[src/rtl/pifo_param.sv]
// Push-in first-out queue: per-flow FIFOs, smallest-rank head is dequeued.
// Define PIFO_PARAM_STATS_EN to enable occupancy and drop_count counters.
module pifo_param #(
    parameter int FLOWS  = 4,
    parameter int DEPTH  = 16,
    parameter int DATA_W = 32,
    parameter int RANK_W = 16
) (
    input  logic                               clk,
    input  logic                               rst,
    input  logic                               push,
    input  logic [RANK_W-1:0]                  push_rank,
    input  logic [DATA_W-1:0]                  push_value,
    input  logic [$clog2(FLOWS)-1:0]           push_flow,
    output logic                               push_accept,
    input  logic                               pop,
    output logic                               pop_valid,
    output logic [DATA_W-1:0]                  pop_value,
    output logic [RANK_W-1:0]                  pop_rank,
    output logic [$clog2(FLOWS)-1:0]           pop_flow,
    output logic [FLOWS-1:0]                   flow_full,
    output logic [$clog2(FLOWS*DEPTH+1)-1:0]   occupancy,
    output logic [15:0]                        drop_count
);

    localparam int FW = $clog2(FLOWS);
    localparam int AW = $clog2(DEPTH);
    localparam int OW = $clog2(FLOWS*DEPTH+1);
    localparam int EW = RANK_W + DATA_W;
    localparam logic [AW:0] ONE  = (AW+1)'(1);
    localparam logic [AW:0] FULL = (AW+1)'(DEPTH);

    logic [EW-1:0]     mem [FLOWS][DEPTH];
    logic [AW-1:0]     rd_ptr [FLOWS];
    logic [AW-1:0]     wr_ptr [FLOWS];
    logic [AW:0]       count [FLOWS];
    logic [FLOWS-1:0]  nonempty;
    logic [FLOWS-1:0]  wr_en;
    logic [FLOWS-1:0]  rd_en;
    logic              push_full;
    logic              do_pop;
    logic              found;
    logic [FW-1:0]     sel;
    logic [RANK_W-1:0] sel_rank;
    logic [DATA_W-1:0] sel_value;
    logic [EW-1:0]     head;

    always_comb begin
        for (int i = 0; i < FLOWS; i++) begin
            flow_full[i] = (count[i] == FULL);
            nonempty[i]  = (count[i] != '0);
        end
        pop_valid = |nonempty;
    end

    // Strict compare in index order keeps the lowest flow on rank ties.
    always_comb begin
        found     = 1'b0;
        sel       = '0;
        sel_rank  = '0;
        sel_value = '0;
        head      = '0;
        for (int i = 0; i < FLOWS; i++) begin
            head = mem[i][rd_ptr[i]];
            if (nonempty[i] && (!found || head[EW-1:DATA_W] < sel_rank)) begin
                found     = 1'b1;
                sel       = FW'(i);
                sel_rank  = head[EW-1:DATA_W];
                sel_value = head[DATA_W-1:0];
            end
        end
        pop_flow  = sel;
        pop_rank  = sel_rank;
        pop_value = sel_value;
    end

    // Out-of-range flow indices match no flow and stay "full".
    always_comb begin
        push_full = 1'b1;
        for (int i = 0; i < FLOWS; i++) begin
            if (push_flow == FW'(i)) begin
                push_full = flow_full[i];
            end
        end
        push_accept = push & ~push_full;
        do_pop      = pop & pop_valid;
        for (int i = 0; i < FLOWS; i++) begin
            wr_en[i] = push_accept && (push_flow == FW'(i));
            rd_en[i] = do_pop && (sel == FW'(i));
        end
    end

    always_ff @(posedge clk or negedge rst) begin
        if (!rst) begin
            for (int i = 0; i < FLOWS; i++) begin
                rd_ptr[i] <= '0;
                wr_ptr[i] <= '0;
                count[i]  <= '0;
            end
        end else begin
            for (int i = 0; i < FLOWS; i++) begin
                if (wr_en[i]) wr_ptr[i] <= wr_ptr[i] + 1'b1;
                if (rd_en[i]) rd_ptr[i] <= rd_ptr[i] + 1'b1;
                if (wr_en[i] && !rd_en[i]) count[i] <= count[i] + ONE;
                else if (rd_en[i] && !wr_en[i]) count[i] <= count[i] - ONE;
            end
        end
    end

    always_ff @(posedge clk) begin
        for (int i = 0; i < FLOWS; i++) begin
            if (wr_en[i]) mem[i][wr_ptr[i]] <= {push_rank, push_value};
        end
    end

`ifdef PIFO_PARAM_STATS_EN
    logic [OW-1:0] occ;
    logic [15:0]   drops;

    always_ff @(posedge clk or negedge rst) begin
        if (!rst) begin
            occ   <= '0;
            drops <= '0;
        end else begin
            occ <= occ + OW'(push_accept) - OW'(do_pop);
            if (push && !push_accept && drops != 16'hFFFF) begin
                drops <= drops + 16'd1;
            end
        end
    end

    assign occupancy  = occ;
    assign drop_count = drops;
`else
    assign occupancy  = '0;
    assign drop_count = '0;
`endif

endmodule

[config.mk]
export PLATFORM = sky130hd
export DESIGN_NAME = pifo_param
export DESIGN_NICKNAME = d
export VERILOG_FILES = /design/src/rtl/pifo_param.sv
export SDC_FILE = /design/constraint.sdc
export NUM_CORES = 2
export LEC_CHECK = 0
export BUFFER_PORTS_ARGS = -buffer_cell sky130_fd_sc_hd__buf_2
export CORE_UTILIZATION = 56
export DETAILED_ROUTE_END_ITERATION = 16
export PLACE_DENSITY_LB_ADDON = 0.1
export SETUP_SLACK_MARGIN = 0.5
export SYNTH_ARGS = -nofsm -noshare
export SYNTH_HDL_FRONTEND = slang
export SYNTH_SLANG_ARGS = --single-unit
[constraint.sdc]
create_clock -name clk -period 20.5 [get_ports clk]
set_input_delay 4.1 -clock clk [delete_from_list [all_inputs] [get_ports clk]]
set_output_delay 4.1 -clock clk [all_outputs]
set_load 0.01 [all_outputs]
==> impl_metrics.yaml <==
logic_synthesis:
  synthAdderAreaFrac: 0.008887
  yosysSeqAreaShare: 0.7690
  async_reset_ff_frac: 0.01665
  syn_avg_cell_area_um2: 23.02
  synth-edff-count: 3072
  synth-compound-area-share: 0.01466
  ys_warn_count: 0
  syn_inst: 5284
  synth_top_family_by_area: "multiplexers"
  synth_mux_area_frac: 0.1771
  synthSimpleGateAreaFrac: 0.01501
  ys_ff_latch: 3124
  synth_area_mm2: 0.1216
  synth_xor_xnor_area_share: 0.003168
  netlist-cell-type-count: 60
  synth_flop_cell: "edfxtp_1"
power_and_ir_drop:
  p_leak_nw: 42.98
  total_power_w: 0.02204
  ir_worst_vdd_uv: 417.9
  power.density_mw_per_mm2: 162.5
place:
  placement.cell_area_mm2: 0.1258
  place.gp.congestion: 0.8258
  io_buffers: 109
  hpwlAfterDp_mm: 152.8
setup_path:
  r2r_end: "count[4]"
  cp_data_arrival_time_ns: 12.64
  reg2reg_from: "rd_ptr[8]"
  worst_ep_required_time_ns: 16.40
  cp_max_fo: 96
  crit_path_end_kind: "output port"
  cpPeakStageDelay_ns: 0.81
  rrSetupSlack_ns: 7.70
  worstSetupStartpointType: "flop"
  slowest_stage: "dfrtp_4"
  worst_r2r_path_depth: 39
  path_class: "flop to output port"
grt:
  grt_pass1_vias: 56690
  antenna_found_initial: 11
  grt_pass1_wl_mm: 413.0
  grt_usage: 0.2675
  grt_overflow: 0
  grt_max_degree: 144
run:
  drv_cap: 0
sta:
  hold_viol_final: 0
  fmax_mhz: 59.75
  slew_headroom: 0.1625
  fin_crit_ns: 16.74
  rsz0062_at_grt: "false"
  finalCritPeriodShare: 0.8164
  worst_pin_slew_ns: 1.256
  fin_worst_skew_ns: 0.04420
  setup_tns_ns: 0
  whs_ns: 0.4896
  finalMaxSlewViolations: 0
  setup_viol: 0
die:
  io_pins: 133
  die_x_um: 468.1
  start_util: 0.5651
  dieArea_mm2: 0.2191
  core-area_mm2: 0.2153
  fp-row-count: 170
  die_h_um: 468.1
clock_tree:
  cts-root-buf: "clkbuf_16"
  hold_buffers: 0
  cts.reportedPaths.clkPinSlew_ns: 0.06
  cts_sinks: 3124
  clkLatencyLatePin_ns: 0.94
  cts_max_level: 5
  cts_buffer_depth: 4
  post_cts_resized: 0
  cts_made_buffers: 326
  post-cts-setup-buffers: 0
  cts_tree: "yes"
worst_hold_path:
  hold_start: "count[4]"
  whs_endpoint: "count[4]"
  hp-class: "flop to flop"
  hold_depth: 1
drt:
  drt-initial-drc-count: 6907
  drtAntennaViolNets: 0
  wl_per_cell_um: 33.27
  via_count: 56250
  wirelength_mm: 287.5
  via_per_inst: 6.511
  drc: 0
  dr.pass1.iters: 5
final_layout:
  fin_area_mm2: 0.1356
  fin_nets: 5703
  drive_gt1_frac: 0.2891
  area_delta_synth_final_pct: 11.48
  final_core_util: 0.6300
status:
  status: "complete, no violations"
-- report_power, final --
part / internal, W / leakage [nW] / switching [W] / total (W)
Combinational: 0.00363 / 9.92 / 0.00528 / 0.00891
Sequential: 0.00724 / 28.2 / 0.000352 / 0.00759
Clock: 0.00320 / 4.81 / 0.00234 / 0.00554
-- metal layers --
| layer | wire length [um] | vias up | GRT usage |
|---|---|---|---|
| met5 | 13 | - | 0 |
| met4 | 8169 | 2 | 0.07615 |
| met3 | 20180 | 460 | 0.03927 |
| met2 | 139400 | 2338 | 0.4213 |
| met1 | 119700 | 30540 | 0.3963 |
| li1 | - | 22920 | - |
-- area by class of cell --
type                    count  area (um^2)
multi-input cells        1824        26950
repair buffers            222         1444
clock inverters           135         1061
clock buffers             428         8740
flip-flops and latches   3124        93610
fillers                 14430        79640
well taps                2838         3551
inverters                  67        251.5
diodes                      2        5.005
-- cells in the final DEF, fill, tap and decap left out, types with 14 or more instances in the layout --
cell,count
edfxtp_1,3072
mux4_2,891
clkbuf_16,333
buf_2,109
buf_4,109
nand2_1,106
o21ai_0,98
mux2i_1,96
a21oi_1,90
clkbuf_1,90
ha_1,80
inv_1,66
clkinv_1,56
clkinv_2,54
and2_4,44
mux2_2,42
and3_1,40
dfrtp_1,36
nor2_1,32
xnor2_1,31
a21o_1,23
a22oi_1,23
conb_1,23
nand3_1,22
a221oi_1,22
and2_1,17
bufinv_16,17
dfrtp_4,16
nand2b_1,15
nor2b_1,14
-- how the worst max path moves through the flow --
stage / from / to / slack (ns) / cells after the start
finish: rd_ptr[8] / pop_value[24] / 3.76 / 32
global route: rd_ptr[8] / pop_value[13] / 2.88 / 32
CTS: rd_ptr[8] / pop_value[24] / 3.71 / 32
detailed placement: rd_ptr[8] / pop_value[24] / 4.77 / 32
global placement: rd_ptr[8] / pop_value[20] / 4.87 / 32
floorplan: rd_ptr[12] / pop_rank[10] / 7.83 / 41
-- cells by family (layout without fill, tap and decap cells) --
kind of cell / count (synthesis) / count (layout)
xor gates and xnor gates: 44 / 44
and+or+nand+nor: 350 / 350
DFF: 3124 / 3124
AOI/OAI and AO/OA: 291 / 291
muxes: 1032 / 1032
buffers and inverters: 358 / 852
other: 1 / 25
adders and majority gates: 84 / 84
-- registers in the layout (all words and copies together) (netlist names) --
register  count
mem        3072
count        20
rd_ptr       16
wr_ptr       16
-- cells in the mapped netlist, drive strengths merged, types with 5 or more instances --
| cell | n | area, um^2 |
|---|---|---|
| a221oi | 22 | 192.7 |
| nor3 | 15 | 95.09 |
| nand3 | 22 | 110.1 |
| edfxtp | 3072 | 92250 |
| inv | 66 | 247.7 |
| mux2i | 96 | 960.9 |
| and2 | 61 | 381.6 |
| nand2b | 16 | 100.1 |
| a211oi | 8 | 60.06 |
| xor2 | 13 | 113.9 |
| o21ai | 99 | 495.5 |
| nor4 | 5 | 31.28 |
| a21oi | 90 | 450.4 |
| nor2 | 36 | 135.1 |
| a31o | 9 | 78.83 |
| a22oi | 23 | 172.7 |
| clkbuf | 164 | 615.6 |
| a21o | 23 | 172.7 |
| nand2 | 107 | 401.6 |
| ha | 80 | 1001 |
| mux2 | 45 | 510.5 |
| xnor2 | 31 | 271.5 |
| nand4 | 7 | 43.79 |
| and3 | 52 | 325.3 |
| buf | 127 | 614.3 |
| mux4 | 891 | 20070 |
| dfrtp | 52 | 1301 |
| nor2b | 15 | 93.84 |
-- worst max-delay path, delay by kind of cell, from the launching register on --
| family | cells | cell delay (ns) |
|---|---|---|
| fa+ha+maj | 3 | 0.97 |
| simple gates | 9 | 1.52 |
| flops | 1 | 0.81 |
| buf+inv | 5 | 2.73 |
| compound gates | 12 | 3.82 |
| mux | 3 | 1.53 |
-- through the flow --
stage | setup WS (ns) | std cells
floorplan | 7.827 | 5306
global placement | 4.874 | 8075
detailed placement | 4.770 | 8075
CTS | 3.706 | 8638
global route | 2.879 | 8639
finish | 3.764 | 8640
No activity file was read; power rests on OpenSTA's default activity.
